**config.mk**
```make
export PLATFORM = sky130hd
export DESIGN_NAME = mem_bus_arbiter
export DESIGN_NICKNAME = d
export VERILOG_FILES = /design/src/rtl/mem_bus_arbiter.sv
export SDC_FILE = /design/constraint.sdc
export NUM_CORES = 1
export LEC_CHECK = 0
export CELL_PAD_IN_SITES_DETAIL_PLACEMENT = 1
export CELL_PAD_IN_SITES_GLOBAL_PLACEMENT = 2
export CORE_AREA = 2 2 162 164
export CTS_CLUSTER_DIAMETER = 40
export DETAILED_ROUTE_END_ITERATION = 10
export DIE_AREA = 0 0 164 166
export DONT_BUFFER_PORTS = 1
export PLACE_DENSITY = 0.58
export SETUP_SLACK_MARGIN = 0.1
export SKIP_CTS_REPAIR_TIMING = 1
export SLEW_MARGIN = 30
export SYNTH_ARGS = -nofsm -noshare
export SYNTH_HDL_FRONTEND = slang
export SYNTH_SLANG_ARGS = --single-unit
```
**constraint.sdc**
```tcl
create_clock -name clock_i -period 2.9 [get_ports clock_i]
set_input_delay 0.58 -clock clock_i [delete_from_list [all_inputs] [get_ports clock_i]]
set_output_delay 0.58 -clock clock_i [all_outputs]
set_load 0.005 [all_outputs]
```
**src/rtl/mem_bus_arbiter.sv**
```systemverilog
// mem_bus_arbiter: shares the single main-memory port between the icache,
// the dcache MSHR load path and the store-queue retire path.
//
// Ports
//   clock_i, reset_ni             clock, asynchronous active-low reset
//   icache_req_*_i                icache load request (held until ack)
//   dcache_req_*_i                dcache load request (held until ack)
//   sq_req_*_i                    store request with 64-bit data (held until ack)
//   mem2arb_response_i            acceptance tag for the current command, 0 = rejected
//   mem2arb_tag_i / _data_i       returning load tag (0 = none) and data
//   arb2mem_command/addr/data_o   command (0 NONE, 1 LOAD, 2 STORE), address, store data
//   *_ack_o, ack_tag_o            same-cycle acceptance and its tag
//   *_resp_valid_o, resp_tag_o,
//   resp_data_o                   returning data steered to the owning requester
//   outstanding_cnt_o             in-flight load count
//   tag_error_o                   sticky: data returned for an unowned tag
//
// Command, ack and response outputs are combinational from the request and
// memory inputs (acceptance is same-cycle) and are forced to 0 while reset
// is asserted.
module mem_bus_arbiter #(
    parameter int unsigned XLEN            = 32,
    parameter int unsigned MAX_OUTSTANDING = 8
) (
    input  logic            clock_i,
    input  logic            reset_ni,
    input  logic            icache_req_valid_i,
    input  logic [XLEN-1:0] icache_req_addr_i,
    input  logic            dcache_req_valid_i,
    input  logic [XLEN-1:0] dcache_req_addr_i,
    input  logic            sq_req_valid_i,
    input  logic [XLEN-1:0] sq_req_addr_i,
    input  logic [63:0]     sq_req_data_i,
    input  logic [3:0]      mem2arb_response_i,
    input  logic [3:0]      mem2arb_tag_i,
    input  logic [63:0]     mem2arb_data_i,
    output logic [1:0]      arb2mem_command_o,
    output logic [XLEN-1:0] arb2mem_addr_o,
    output logic [63:0]     arb2mem_data_o,
    output logic            icache_ack_o,
    output logic            dcache_ack_o,
    output logic            sq_ack_o,
    output logic [3:0]      ack_tag_o,
    output logic            icache_resp_valid_o,
    output logic            dcache_resp_valid_o,
    output logic [3:0]      resp_tag_o,
    output logic [63:0]     resp_data_o,
    output logic [3:0]      outstanding_cnt_o,
    output logic            tag_error_o
);

    localparam int unsigned TAG_W    = 4;
    localparam int unsigned DATA_W   = 64;
    localparam int unsigned NUM_TAGS = 16;

    localparam logic [1:0] CMD_NONE  = 2'd0;
    localparam logic [1:0] CMD_LOAD  = 2'd1;
    localparam logic [1:0] CMD_STORE = 2'd2;

    typedef enum logic [1:0] {
        REQ_I = 2'd0,
        REQ_D = 2'd1,
        REQ_S = 2'd2
    } req_e;

    // Round-robin successor, mod 3.
    function automatic req_e next_req(input req_e r);
        case (r)
            REQ_I:   next_req = REQ_D;
            REQ_D:   next_req = REQ_S;
            default: next_req = REQ_I;
        endcase
    endfunction

    req_e                rr_q, rr_d;
    logic                lock_valid_q, lock_valid_d;
    req_e                lock_id_q, lock_id_d;
    logic [NUM_TAGS-1:0] own_valid_q, own_valid_d;
    logic [NUM_TAGS-1:0] own_dcache_q, own_dcache_d;
    logic [TAG_W-1:0]    cnt_q, cnt_d;
    logic                tag_err_q, tag_err_d;

    logic                load_room;
    logic [3:0]          req_valid;
    logic [3:0]          elig;
    logic                win_valid;
    req_e                win_id;
    req_e                cand;
    logic [1:0]          cmd_c;
    logic [XLEN-1:0]     addr_c;
    logic [DATA_W-1:0]   data_c;
    logic                accept;
    logic                load_acc;
    logic                ret_hit;
    logic                ret_miss;

    // Winner selection: a held (rejected) requester keeps the bus, otherwise
    // scan from the round-robin pointer. Bit 3 pads the unused encoding.
    always_comb begin
        load_room = cnt_q < TAG_W'(MAX_OUTSTANDING);
        req_valid = {1'b0, sq_req_valid_i, dcache_req_valid_i, icache_req_valid_i};
        elig      = {1'b0, sq_req_valid_i, dcache_req_valid_i & load_room,
                     icache_req_valid_i & load_room};
        win_valid = 1'b0;
        win_id    = REQ_I;
        cand      = rr_q;
        if (lock_valid_q) begin
            // Count is ignored here: the lock was taken while eligible.
            win_id    = lock_id_q;
            win_valid = req_valid[lock_id_q];
        end else begin
            for (int k = 0; k < 3; k++) begin
                if (!win_valid && elig[cand]) begin
                    win_valid = 1'b1;
                    win_id    = cand;
                end
                cand = next_req(cand);
            end
        end
    end

    // Memory command drive and same-cycle acceptance.
    always_comb begin
        cmd_c  = CMD_NONE;
        addr_c = '0;
        data_c = '0;
        if (win_valid) begin
            case (win_id)
                REQ_I: begin
                    cmd_c  = CMD_LOAD;
                    addr_c = icache_req_addr_i;
                end
                REQ_D: begin
                    cmd_c  = CMD_LOAD;
                    addr_c = dcache_req_addr_i;
                end
                default: begin
                    cmd_c  = CMD_STORE;
                    addr_c = sq_req_addr_i;
                    data_c = sq_req_data_i;
                end
            endcase
        end
        accept   = win_valid && (mem2arb_response_i != '0);
        load_acc = accept && (win_id != REQ_S);
        ret_hit  = (mem2arb_tag_i != '0) && own_valid_q[mem2arb_tag_i];
        ret_miss = (mem2arb_tag_i != '0) && !own_valid_q[mem2arb_tag_i];
    end

    // Next state: pointer/lock, owner table (new allocation overrides a
    // same-tag return), in-flight count and sticky error.
    always_comb begin
        rr_d         = rr_q;
        lock_valid_d = lock_valid_q;
        lock_id_d    = lock_id_q;
        own_valid_d  = own_valid_q;
        own_dcache_d = own_dcache_q;
        tag_err_d    = tag_err_q | ret_miss;

        if (accept) begin
            rr_d         = next_req(win_id);
            lock_valid_d = 1'b0;
        end else if (win_valid) begin
            lock_valid_d = 1'b1;
            lock_id_d    = win_id;
        end else begin
            // Also releases a lock whose requester dropped its valid.
            lock_valid_d = 1'b0;
        end

        if (ret_hit) begin
            own_valid_d[mem2arb_tag_i] = 1'b0;
        end
        if (load_acc) begin
            own_valid_d[mem2arb_response_i]  = 1'b1;
            own_dcache_d[mem2arb_response_i] = (win_id == REQ_D);
        end

        cnt_d = cnt_q + TAG_W'(load_acc) - TAG_W'(ret_hit);
    end

    // State registers.
    always_ff @(posedge clock_i or negedge reset_ni) begin
        if (!reset_ni) begin
            rr_q         <= REQ_I;
            lock_valid_q <= 1'b0;
            lock_id_q    <= REQ_I;
            own_valid_q  <= '0;
            own_dcache_q <= '0;
            cnt_q        <= '0;
            tag_err_q    <= 1'b0;
        end else begin
            rr_q         <= rr_d;
            lock_valid_q <= lock_valid_d;
            lock_id_q    <= lock_id_d;
            own_valid_q  <= own_valid_d;
            own_dcache_q <= own_dcache_d;
            cnt_q        <= cnt_d;
            tag_err_q    <= tag_err_d;
        end
    end

    // Outputs; the combinational paths are silenced while reset is low.
    always_comb begin
        arb2mem_command_o   = reset_ni ? cmd_c : CMD_NONE;
        arb2mem_addr_o      = reset_ni ? addr_c : '0;
        arb2mem_data_o      = reset_ni ? data_c : '0;
        icache_ack_o        = reset_ni && accept && (win_id == REQ_I);
        dcache_ack_o        = reset_ni && accept && (win_id == REQ_D);
        sq_ack_o            = reset_ni && accept && (win_id == REQ_S);
        ack_tag_o           = (reset_ni && accept) ? mem2arb_response_i : '0;
        icache_resp_valid_o = reset_ni && ret_hit && !own_dcache_q[mem2arb_tag_i];
        dcache_resp_valid_o = reset_ni && ret_hit && own_dcache_q[mem2arb_tag_i];
        resp_tag_o          = reset_ni ? mem2arb_tag_i : '0;
        resp_data_o         = reset_ni ? mem2arb_data_i : '0;
        outstanding_cnt_o   = cnt_q;
        tag_error_o         = tag_err_q;
    end

endmodule

```
==> impl_metrics.csv <==
group,metric,value,unit
yosys,synth-compound-area-share,0.2716,
pwr,power.leakage,2.103,nW
pwr,power_total,4.762,mW
finish,num-nets-final,777,
grt,maximum_number_of_pins_on_one_net_before_global_route_repair,115,
clock_network,ctsHtreeMaxLevel,2,
placement,place_congestion,0.8292,
pwr,power.switching_fraction,0.4394,
pwr,ir_worst_vdd,0.0002781,V
worst_setup_path,critical_path_peak_fanout,20,
die,ioPinCount,417,
finish,area_growth_syn_to_layout,27.55,%
placement,dpl.hpwl,15130,um
yosys,average_size_of_a_mapped_cell,7.670,um^2
finish,final-instance-count-excl-fill,875,
yosys,ys.flop_type,"sky130_fd_sc_hd__dfrtp_1",
grt,track_usage,0.1309,
route,drt_iter0_markers,147,
die,die_h,166,um
yosys,warnings_synthesis,0,
worst_setup_path,crit-reg2reg-launch,"own_valid_q[15]",
grt,first_global_vias,4290,
yosys,post_synth_num_cell_types,55,
grt,grt_antenna_before_repair,4,
timing,finalHoldViolations,0,
worst_setup_path,crit-reg2reg-capture,"outstanding_cnt_o[2]",
die,floorplan.rows,59,
route,drc,0,
pwr,clock_power_share,0.133,
route,route.antenna.remaining_nets,0,
yosys,post_synth_mux_area_share,0.05886,
yosys,netlist_area,4188,um^2
job,cap_violations,0,
clock_network,ctsRootBufferMaster,"sky130_fd_sc_hd__clkbuf_16",
route,vias_per_cell,5.065,
yosys,yosys.area_share.simple,0.3194,
worst_setup_path,timing.reg2reg.setup_slack,350,ps
yosys,synth_top_family_by_area,"simple AND/OR/NAND/NOR gates",
yosys,yosys.area_share.xor_xnor,0.006274,
finish,layout-drive-gt1-share,0.2481,
die,core_region_area,25620,um^2
worst_setup_path,setup_crit_start,"rr_q[1]",
timing,max_slew_margin,0.6029,
pwr,seqPwrFrac,0.214,
pwr,comb_power_share,0.653,
yosys,synth-edff-count,0,
timing,final.period_utilization,0.9773,
route,routed-via-count,4432,
clock_network,cts-buffers-inserted,5,
pwr,switching_power,2.092,mW
placement,detailed_place.area,4633,um^2
placement,placed_cells_incl_taps,845,
clock_network,clock_tree.buffer_depth,2,
pwr,internal-power,2.670,mW
die,initial_standard_cell_utilization_of_the_core,0.1635,
worst_setup_path,crit_end,"arb2mem_addr_o[5]",
timing,layout_min_cycle_time,2834,ps
route,detail_route.wirelength,19960,um
yosys,syn_inst,546,
yosys,synth_seq_cells,42,
run_status,run_status,"complete, no violations",
pwr,cellPowerDensity,891.6,nW/um^2
timing,final.setup_skew,7.422,ps
clock_network,clock_latency_reported_for_the_late_side_of_the_worst_skew_pair,280,ps
yosys,adder_and_majority_gate_portion_of_the_synthesized_area,0.01673,
worst_setup_path,worst-endpoint-required,2320,ps
die,die_area,27220,um^2
placement,buffer_ports.inserted,0,
yosys,seq_total_area_yosys,0.2510,
route,wl_per_cell,22.81,um
worst_setup_path,reg2reg_path_depth,9,
timing,max_freq,352.8,MHz
worst_setup_path,critPathKind,"reg -> out",
worst_setup_path,setup.worst_path.start_class,"flip-flop",
clock_network,cts_tree,"done",
timing,final_max_slew_viol_count,0,
yosys,asyncSetResetFlopFracSynth,1.000,
route,drt_first_pass_iters,4,
worst_setup_path,worst_ep_arrival_time,2250,ps
timing,setup_repair_after_global_routing_missed_its_margin,"yes",
timing,max_slew.worst_pin.slew,594.3,ps
clock_network,cts.sink_count,42,
yosys,postSynthNetCount,788,
grt,grt_pass1_wl,27280,um
finish,area_of_all_placed_cells_without_fillers,5341,um^2
grt,sum_of_overflow_across_all_layers_after_global_routing,0,
worst_setup_path,end_kind,"output port",
clock_network,clk_pin_slew_worst_paths,60,ps
die,floorplan.die.width,164,um
timing,final-setup-viol-count,0,
min_path,hp-class,"in -> async",
## area by class of cell
cell class | count | area, um^2
Clock buffer | 7 | 132.6
Antenna cell | 4 | 10.01
Clock inverter | 1 | 30.03
Sequential cell | 42 | 1056
Tap cell | 335 | 419.2
Fill cell | 3006 | 20270
Inverter | 10 | 37.54
Multi-Input combinational cell | 432 | 3122
Timing Repair Buffer | 44 | 534.3
## power groups by stage
stage               Combinational, mW  Clock (mW)  Sequential (mW)
floorplan                        1.81           0            0.943
global placement                 2.51           0             1.03
detailed placement               2.51           0             1.03
CTS                              2.52       0.651             1.02
global route                     3.42       0.681             1.05
finish                           3.11       0.635             1.02
## through the flow
stage	hold slack (ps)	setup slack [ps]	util	setup TNS (ps)
4_1_cts	-17.92	-66.48	0.1872	-128.1
6_report	146.4	65.69	0.2085	0
3_5_place_dp	287.0	123.3	0.1809	0
2_1_floorplan	284.4	110.3	-	0
3_3_place_gp	286.7	138.7	0.1809	0
5_1_grt	147.4	-19.50	0.2084	-102.0
## layer usage
metal | GRT usage | up-vias | share of wire | wire length (um)
met2 | 0.2336 | 269 | 0.52 | 10380
met4 | 0.02860 | 0 | 0.021 | 425
li1 | - | 1977 | - | -
met5 | 0 | - | 0 | 0
met1 | 0.1571 | 2164 | 0.39 | 7694
met3 | 0.03272 | 22 | 0.073 | 1461
## state kept, by name, indices dropped and copies added, names as in the netlist
signal             count
own_valid_q           16
own_dcache_q          16
rr_q                   2
lock_valid_q           1
outstanding_cnt_o      4
lock_id_q              2
tag_error_o            1
## cell usage after synthesis (all sizes together) (2+ instances only)
cell type  instances  area share
buf               16       0.025
nor3b              2      0.0036
clkbuf            47       0.042
nor3               5      0.0060
and3b              2      0.0042
ha                 4       0.012
or2                3      0.0045
a21oi             35       0.045
inv               10      0.0090
or3b               2      0.0042
nor4b              2      0.0057
a32o              15       0.036
nand4              3      0.0045
a21o               2      0.0036
nand3b             4      0.0072
a22oi              2      0.0036
o211ai             3      0.0078
nand3              9       0.011
xnor2              2      0.0042
a31oi             32       0.048
o21ai             83       0.099
nor2               8      0.0072
and2              74        0.11
dfrtp             42        0.25
mux4               9       0.048
and3              67        0.10
nand2             27       0.024
nand2b             8       0.012
nor2b              5      0.0075
mux2               3      0.0081
nor4               2      0.0030
## cells by family after synthesis
kind of cell    after synthesis
buf+inv                      73
simple gates                225
compound gates              185
flops                        42
fa+ha+maj                     5
mux                          13
xor+xnor                      3
## worst min path at each step
| stage | to | slack (ps) | cells past startpoint | start |
|---|---|---|---|---|
| floorplan | lock_id_q[0] | 280 | 0 | reset_ni |
| global placement | own_valid_q[12] | 290 | 0 | reset_ni |
| detailed placement | own_valid_q[12] | 290 | 0 | reset_ni |
| CTS | own_valid_q[4] | -20 | 0 | reset_ni |
| global route | own_valid_q[0] | 150 | 1 | reset_ni |
| finish | tag_error_o | 150 | 1 | reset_ni |
## worst max-delay path: stages (launching register included)
cell and delay, ps:
sky130_fd_sc_hd__dfrtp_2 440, sky130_fd_sc_hd__and3b_2 250, sky130_fd_sc_hd__o211ai_1 400, sky130_fd_sc_hd__o211a_4 380, sky130_fd_sc_hd__buf_12 190, sky130_fd_sc_hd__a31oi_1 50
sky130_fd_sc_hd__a21oi_1 240
## cells in the final DEF (no fill, tap or decap), types with 5 or more instances in the layout
master                      instances
sky130_fd_sc_hd__and3_1            34
sky130_fd_sc_hd__nand2b_1           8
sky130_fd_sc_hd__inv_1             10
sky130_fd_sc_hd__nor2b_1            5
sky130_fd_sc_hd__nor3_1             5
sky130_fd_sc_hd__dfrtp_1           38
sky130_fd_sc_hd__nor2_1             6
sky130_fd_sc_hd__a21oi_1           28
sky130_fd_sc_hd__buf_12             7
sky130_fd_sc_hd__mux4_2             9
sky130_fd_sc_hd__clkbuf_16          9
sky130_fd_sc_hd__a31oi_2            5
sky130_fd_sc_hd__nand2_1           27
sky130_fd_sc_hd__o21ai_0           81
sky130_fd_sc_hd__a31oi_1           27
sky130_fd_sc_hd__nand3_1            9
sky130_fd_sc_hd__and2_1            73
sky130_fd_sc_hd__and3_4            30
sky130_fd_sc_hd__a21oi_2            6
sky130_fd_sc_hd__buf_4             28
sky130_fd_sc_hd__a32o_1            15
Note: power is estimated with default switching activity, not from simulation.
